$ cat src/rtl/qspi_byte_fifo.sv
// First-word-fall-through byte FIFO; pointers carry an extra wrap bit to tell full from empty.
module qspi_byte_fifo #(
    parameter int unsigned DEPTH = 16,
    parameter int unsigned WIDTH = 8
) (
    input  logic             I_clk,
    input  logic             I_rst_n,
    input  logic             I_push,
    input  logic [WIDTH-1:0] I_data,
    input  logic             I_pop,
    output logic [WIDTH-1:0] O_data,
    output logic             O_empty,
    output logic             O_full
);

    localparam int unsigned PTR_W = $clog2(DEPTH);

    logic [PTR_W:0]   wptr_q, wptr_d;
    logic [PTR_W:0]   rptr_q, rptr_d;
    logic [WIDTH-1:0] mem_q [DEPTH];
    logic             do_push;
    logic             do_pop;

    // Status flags and accepted push/pop; a push into a full FIFO is taken if the head leaves.
    always_comb begin
        O_empty = (wptr_q == rptr_q);
        O_full  = (wptr_q[PTR_W] != rptr_q[PTR_W]) &&
                  (wptr_q[PTR_W-1:0] == rptr_q[PTR_W-1:0]);
        do_pop  = I_pop && !O_empty;
        do_push = I_push && (!O_full || do_pop);
        wptr_d  = do_push ? wptr_q + 1'b1 : wptr_q;
        rptr_d  = do_pop  ? rptr_q + 1'b1 : rptr_q;
        O_data  = mem_q[rptr_q[PTR_W-1:0]];
    end

    // Pointer state.
    always_ff @(posedge I_clk or negedge I_rst_n) begin
        if (!I_rst_n) begin
            wptr_q <= '0;
            rptr_q <= '0;
        end else begin
            wptr_q <= wptr_d;
            rptr_q <= rptr_d;
        end
    end

    // Storage; contents are don't-care until written, so no reset.
    always_ff @(posedge I_clk) begin
        if (do_push) begin
            mem_q[wptr_q[PTR_W-1:0]] <= I_data;
        end
    end

endmodule

$ cat config.mk
export PLATFORM = sky130hd
export DESIGN_NAME = qspi_byte_fifo
export DESIGN_NICKNAME = d
export VERILOG_FILES = /design/src/rtl/qspi_byte_fifo.sv
export SDC_FILE = /design/constraint.sdc
export NUM_CORES = 1
export LEC_CHECK = 0
export BUFFER_PORTS_ARGS = -buffer_cell sky130_fd_sc_hd__buf_2
export CAP_MARGIN = 30
export CELL_PAD_IN_SITES_DETAIL_PLACEMENT = 1
export CELL_PAD_IN_SITES_GLOBAL_PLACEMENT = 1
export CORE_MARGIN = 3
export CORE_UTILIZATION = 52
export DETAILED_ROUTE_END_ITERATION = 8
export PLACE_DENSITY_LB_ADDON = 0.1
export SYNTH_ARGS = -nofsm -noshare
export SYNTH_HDL_FRONTEND = slang
export SYNTH_SLANG_ARGS = --single-unit
$ cat constraint.sdc
create_clock -name I_clk -period 2.8 [get_ports I_clk]
set_input_delay 0.56 -clock I_clk [delete_from_list [all_inputs] [get_ports I_clk]]
set_output_delay 0.56 -clock I_clk [all_outputs]
set_load 0.05 [all_outputs]
### After elaboration in Yosys (flattened, before gate mapping)

Memories as Yosys holds them, arrays and structs flattened.
Index checks and enable logic that the tools add are counted.

* flip-flop bits (word level): 10
* memories: 1
* RAM bits: 128
* input bits: 12
* word-level logic and storage cells: 16

* muxes and demuxes: 2
* equality and inequality tests: 3
* add/subtract/negate cells: 2
* reductions and logical operators: 6

Memory list
* mem_q: words 16, bits a word 8, rd ports 1, clocked after memory_dff 0, wr ports 1, line 20 `logic [WIDTH-1:0] mem_q [DEPTH];`

Operator list (count)
* adder 5 x 1 -> 5 bit (second input constant): 2
* equality test 5 bit: 1
* equality test 4 bit: 1
* logical AND 1 bit: 3
* zero test 1 bit: 2
* two-way mux 1 bit: 2
* logical OR 1 bit: 1
* != test 1 bit: 1

### Depth between registers and ports, before layout

Gate-level depths: netlist of run 1.

* word-level depth: 7
* depth in mapped cells: 7
* mapped depth without buffers: 5

### Worst setup path before layout of run 1

OpenSTA, ideal clock, no wires.

* kind: register to output
* start point: reg rptr_q[0]
* end point: out O_data[6]
* setup slack: 0.503 ns
* arrival time: 1.737 ns
* data required time: 2.240 ns
* path buffers: 2
* cell stages (with the launch flop): 6
* path through: dfrtp_1 -> buf_6 -> buf_2 -> mux4_2 -> a22oi_1 -> nand2_1

* word-level cells in the longest chain between the ends: 1

Ends and longest elaborated chain
* from (decl): line 19 `logic [PTR_W:0] rptr_q, rptr_d;`
* from (signal assigned): line 43 `rptr_q <= rptr_d;`
* memory (16 x 8 bit)
* to (decl): line 11 `output logic [WIDTH-1:0] O_data,`

No other way between the ends.

### Worst setup path in the final report of run 1

* start point: reg rptr_q[0]
* end point: out O_data[2]

Same word-level chain as after synthesis.

==> results_dict.tcl, run 1 <==
set metrics [dict create \
    grt_pass1_vias 2951 \
    r2r_slack_ns 0.65 \
    max-slew-margin-rel 0.4082 \
    antennaDiodeCount 0 \
    period_minus_slack_ns 2.766 \
    fmax_ghz 0.3616 \
    drcViolationCount 0 \
    cts_buffer_depth 2 \
    min_period_over_period 0.9878 \
    layout_commonest_cell "edfxtp_1" \
    slew_viol_final 0 \
    final-hold-violation-count 0 \
    synth_cells 269 \
    cp_top_family "multiplexers" \
    path_class "reg -> out" \
    syn-cell-area_mm2 0.005548 \
    p_switching_w 0.002609 \
    post-route-util 0.6344 \
    power_frac_seq 0.351 \
    routedWlPerCell_um 26.65 \
    hpwl_mm 7.311 \
    drive_above_1_share 0.3478 \
    wl_met3_um 842 \
    reg2reg_to "mem_q[7][0]" \
    ir_worst_vdd_mv 0.6200 \
    crit_buf_inv 3 \
    setup_viol 0 \
    cts_tree "yes" \
    port_buffers 21 \
    grt_first_pass_wirelength_mm 18.66 \
    ys_seq_area_frac 0.7379 \
    die_area_mm2 0.01194 \
    crit_fanout 6 \
    synth.distinct_cells 30 \
    dr.max_layer_used "met4" \
    regToRegStartpoint "wptr_q[4]" \
    clkPwrFrac 0.273 \
    routabilityCongestion 0.7215 \
    mostFrequentLayoutCells "edfxtp_1, mux4_2, clkbuf_16" \
    p_comb_frac 0.376 \
    cp-start-kind "register" \
    worst_pin_slew_ns 0.8858 \
    worstHoldPathType "in -> reg" \
    cp.arrival_ns 2.21 \
    holdCritStartpoint "I_push" \
    hold_path_end "wptr_q[2]" \
    cts-root-buf "clkbuf_8" \
    p_sw_frac 0.3376 \
    ant_nets 0 \
    min_path_cells 3 \
    clock_latency_ns 0.53 \
    grt_overflow 0 \
    finalPower_w 0.007727 \
    drt_pass1_iterations 4 \
    grt_max_degree 33 \
    crit_slowest_cell "mux4_2" \
    worstPathRequired_ns 2.24 \
    area_delta_synth_final_pct 18.58 \
    drv_cap 0 \
    p_int_w 0.005118 \
    grt_use_total 0.2317 \
    start_util 0.5350 \
    status "finished, final reports clean" \
    nets 326 \
    end_kind "primary output" \
    die_x_um 109.3 \
    syn_avg_cell_area_um2 20.62 \
    cts_buffers 17 \
    synth_warnings 0 \
    rsz0062_at_grt "true" \
    vias_per_cell 5.893 \
    ys_ff_latch 138 \
    num_rows 37 \
    worstPathCellList "buf_12 -> buf_16 -> mux4_2 -> a22oi_2 -> nand2_1 -> buf_4" \
    power_density_mw_per_mm2 1175 \
    syn_nets 286 \
    cts_max_level 4 \
    max_stage_delay_ns 0.51 \
    r2r_cells 3 \
    num_io_pins 22 \
    antenna_found_initial 0 \
    die_h_um 109.3 \
    power_leakage_nw 2.275 \
    path_clk_slew_ns 0.06 \
    met1_length_mm 4.934 \
    drtIter0Drc 332 \
    cts_num_sinks 138 \
    finalWirelength_mm 12.21 \
    vias 2699 \
    skew_ns 0.01207 \
    dr_wl_met2_mm 6.273 \
    core-area_mm2 0.01037 \
]
## worst reg2reg max path, cell delays in order (launching register included)
cell and delay (ns):
dfrtp_1 0.40, xnor2_1 0.48, o311ai_4 0.18, nor2b_1 0.72
## state kept, by name (all words and copies together), names as in the netlist
| register | cells |
|---|---|
| mem_q | 128 |
| rptr_q | 5 |
| wptr_q | 5 |
## per-layer routing
metal | track usage | vias up
met4 | 0.07658 | 0
met2 | 0.3684 | 91
met5 | 0 | -
met1 | 0.3178 | 1411
li1 | - | 1184
met3 | 0.05872 | 13
## power groups by stage
stage / logic, W / registers [W] / clock network (W)
after floorplan: 0.00194 / 0.00265 / 0
after global placement: 0.00244 / 0.00273 / 0
after detailed placement: 0.00248 / 0.00274 / 0
after CTS: 0.00287 / 0.00271 / 0.00214
after global routing: 0.00310 / 0.00274 / 0.00224
final: 0.00290 / 0.00271 / 0.00211
## what timing repair did
item                                    CTS  global route
cloned                                    2             0
hold endpoints to repair                 10             0
hold buffers                              1             0
endpoints found under the setup margin    8             8
buffers inserted                          2             0
pin swaps                                 3             6
gates resized for setup                  23             7
## metrics by stage
step	hold slack (ns)	TNS (ns)	setup WS, ns	instance area [um2]	std cells
after detailed placement	0.4449	0	0.4848	5818	421
after global placement	0.4454	0	0.4969	5818	421
after CTS	0.3551	0	0.005953	6546	458
after global routing	0.3808	-0.4370	-0.07282	6579	458
after floorplan	0.2644	0	0.5032	5548	269
final	0.3757	0	0.03423	6579	458
## area by class of cell
type	instances	area (um2)
Timing Repair Buffer	35	342.8
Tap cell	136	170.2
Fill cell	872	3791
Multi-Input combinational cell	113	1400
Sequential cell	138	4095
Clock inverter	12	130.1
Clock buffer	20	425.4
Inverter	4	15.01
## cells by family after synthesis
kind of cell	count (synthesis)	synth area share
and+or+nand+nor	43	0.04330
adders and majority gates	5	0.01128
AOI/OAI and AO/OA	19	0.03045
buffers and inverters	18	0.02052
muxes	33	0.1319
DFF	138	0.7379
xor gates and xnor gates	13	0.02458
## synth_stat cells
| cell | n | area [um2] |
|---|---|---|
| inv_1 | 4 | 15.01 |
| nand4_1 | 2 | 12.51 |
| nand3_1 | 2 | 10.01 |
| xnor2_1 | 9 | 78.83 |
| mux2_1 | 1 | 11.26 |
| buf_1 | 1 | 3.750 |
| and3_1 | 13 | 81.33 |
| mux4_2 | 32 | 720.7 |
| dfrtp_1 | 10 | 250.2 |
| nor3b_1 | 1 | 7.510 |
| buf_4 | 2 | 15.01 |
| o31a_4 | 1 | 17.52 |
| or2_4 | 1 | 8.760 |
| a22oi_1 | 16 | 120.1 |
| edfxtp_1 | 128 | 3844 |
| nor3_1 | 1 | 5.000 |
| clkbuf_1 | 5 | 18.77 |
| buf_2 | 1 | 5.000 |
| ha_1 | 5 | 62.56 |
| xor2_1 | 1 | 8.760 |
| nand4_2 | 1 | 12.51 |
| buf_6 | 5 | 56.30 |
| xnor2_2 | 3 | 48.80 |
| o311ai_4 | 1 | 26.28 |
| and2_1 | 2 | 12.51 |
| nand2_2 | 1 | 6.260 |
| o21ai_1 | 1 | 5.000 |
| nor2_1 | 4 | 15.01 |
| nor2b_1 | 5 | 31.28 |
| nand2_1 | 10 | 37.54 |
## worst max-delay path by stage
stage                     startpoint   endpoint  slack (ns)  depth (start not counted)
after CTS                  rptr_q[0]  O_data[2]       0.006                          5
after floorplan            rptr_q[0]  O_data[6]        0.50                          5
after detailed placement   rptr_q[0]  O_data[0]        0.48                          5
final                      rptr_q[0]  O_data[2]        0.03                          6
after global routing       rptr_q[0]  O_data[1]       -0.07                          6
after global placement     rptr_q[0]  O_data[0]        0.50                          5
No activity file was read; power rests on OpenSTA's default activity.
==> inputs of run 2 (changes only) <==
--- a/config.mk
+++ b/config.mk
@@ -12,6 +12,7 @@
 export CORE_MARGIN = 3
 export CORE_UTILIZATION = 52
 export DETAILED_ROUTE_END_ITERATION = 8
+export MAX_ROUTING_LAYER = met4
 export PLACE_DENSITY_LB_ADDON = 0.1
 export SYNTH_ARGS = -nofsm -noshare
 export SYNTH_HDL_FRONTEND = slang
==> results_dict.tcl, run 2 (synthesis results as in run 1) <==
set metrics [dict create \
    status "finished, final reports clean" \
    p_int_w 0.005118 \
    port_buffers 21 \
    crit_fanout 6 \
    path_clk_slew_ns 0.06 \
    regToRegStartpoint "wptr_q[4]" \
    max_stage_delay_ns 0.51 \
    cts_tree "yes" \
    clkPwrFrac 0.273 \
    cp_top_family "multiplexers" \
    period_minus_slack_ns 2.762 \
    p_sw_frac 0.3374 \
    num_io_pins 22 \
    grt_first_pass_wirelength_mm 18.65 \
    grt_max_degree 33 \
    holdCritStartpoint "I_push" \
    vias_per_cell 5.950 \
    grt_use_total 0.2387 \
    crit_buf_inv 3 \
    setup_slack_ns 0.03776 \
    ant_nets 0 \
    fin_area_mm2 0.006579 \
    core-area_mm2 0.01037 \
    min_path_cells 3 \
    worst-path-stages 6 \
    skew_ns 0.01061 \
    finalWirelength_mm 12.27 \
    start_util 0.5350 \
    fmax_ghz 0.3620 \
    cts_buffer_depth 2 \
    routabilityCongestion 0.7300 \
    crit_slowest_cell "mux4_2" \
    grt_overflow 0 \
    ir_worst_vdd_mv 0.6195 \
    min_period_over_period 0.9865 \
    place_area_mm2 0.005818 \
    worstPathRequired_ns 2.24 \
    num_rows 37 \
    die_area_mm2 0.01194 \
    power_leakage_nw 2.275 \
    end_kind "primary output" \
    power_density_mw_per_mm2 1174 \
    area_delta_synth_final_pct 18.58 \
    antenna_found_initial 0 \
    grt_pass1_vias 2943 \
    p_switching_w 0.002606 \
    routedWlPerCell_um 26.80 \
    drtIter0Drc 306 \
    cts_num_sinks 138 \
    p_comb_frac 0.376 \
    cts-root-buf "clkbuf_8" \
    worstHoldPathType "in -> reg" \
    r2r_cells 3 \
    cts_buffers 17 \
    dpl_worst_slack_ns 0.4848 \
    cp.arrival_ns 2.20 \
    power_frac_seq 0.351 \
    die_x_um 109.3 \
    hpwl_mm 7.311 \
    fin_cells 458 \
    drv_cap 0 \
    finalPower_w 0.007724 \
    worst_pin_slew_ns 0.8741 \
    max-slew-margin-rel 0.4160 \
    die_h_um 109.3 \
    worstSetupStartpoint "rptr_q[0]" \
    drive_above_1_share 0.3478 \
    nets 326 \
    mostFrequentLayoutCells "edfxtp_1, mux4_2, clkbuf_16" \
    dp_cells 421 \
    layout_commonest_cell "edfxtp_1" \
    path_class "reg -> out" \
    setup_viol 0 \
    slew_viol_final 0 \
    n_fill_cell 872 \
    rsz0062_at_grt "true" \
    largest_register_ffs 128 \
    drt_pass1_iterations 5 \
    final-hold-violation-count 0 \
    antennaDiodeCount 0 \
    vias 2725 \
    drcViolationCount 0 \
    cts_max_level 4 \
    worstPathCellList "buf_12 -> buf_16 -> mux4_2 -> a22oi_2 -> nand2_1 -> buf_6" \
    cp-start-kind "register" \
    clock_latency_ns 0.53 \
    r2r_slack_ns 0.64 \
]
==> run 2: area by class of cell <==
cell class / count / area, um2 / share of cell area
Timing Repair Buffer: 35 / 342.8 / 0.05211
Clock buffer: 20 / 425.4 / 0.06466
Inverter: 4 / 15.01 / 0.002282
Tap cell: 136 / 170.2 / 0.02587
Sequential cell: 138 / 4095 / 0.6225
Clock inverter: 12 / 130.1 / 0.01978
Multi-Input combinational cell: 113 / 1400 / 0.2128
==> run 2: power by group through the flow <==
stage | Combinational (W) | Clock [W] | Sequential [W]
global route | 0.00310 | 0.00224 | 0.00274
floorplan | 0.00194 | 0 | 0.00265
CTS | 0.00287 | 0.00214 | 0.00271
global placement | 0.00244 | 0 | 0.00273
finish | 0.00290 | 0.00211 | 0.00271
detailed placement | 0.00248 | 0 | 0.00274
==> run 2: layer usage <==
| metal | share of wire | global-route usage |
|---|---|---|
| met5 | 0 | - |
| met4 | 0.015 | 0.07925 |
| met3 | 0.060 | 0.05696 |
| met2 | 0.51 | 0.3697 |
| met1 | 0.41 | 0.3170 |
==> run 2: path summary, 6_finish.rpt <==
path,to
worst max-delay path,O_data[7]
worst min-delay path,wptr_q[2]
worst max register to register,mem_q[13][6]
worst min register to register,wptr_q[4]
max in group asynchronous,rptr_q[0]
min in group asynchronous,wptr_q[1]
==> run 2: repair_timing <==
item / CTS / global route
endpoints found under the hold margin: 10 / 0
pin swaps: 3 / 6
resized for setup: 23 / 7
hold buffers: 1 / 0
setup endpoints to repair: 8 / 8
cloned: 2 / 0
setup buffers: 2 / 0
==> run 2: per-stage QoR <==
step / util / hold slack [ns] / setup TNS (ns)
finish: 0.6344 / 0.3734 / 0
detailed placement: 0.5611 / 0.4449 / 0
CTS: 0.6313 / 0.3551 / 0
global placement: 0.5611 / 0.4454 / 0
floorplan: - / 0.2644 / 0
global route: 0.6344 / 0.3813 / -0.4337
==> run 2: tightest hold or removal path: cells and delay by family <==
kind / cells / cell delay (ns)
buf+inv: 1 / 0.13
compound gates: 1 / 0.11
xor+xnor: 1 / 0.06
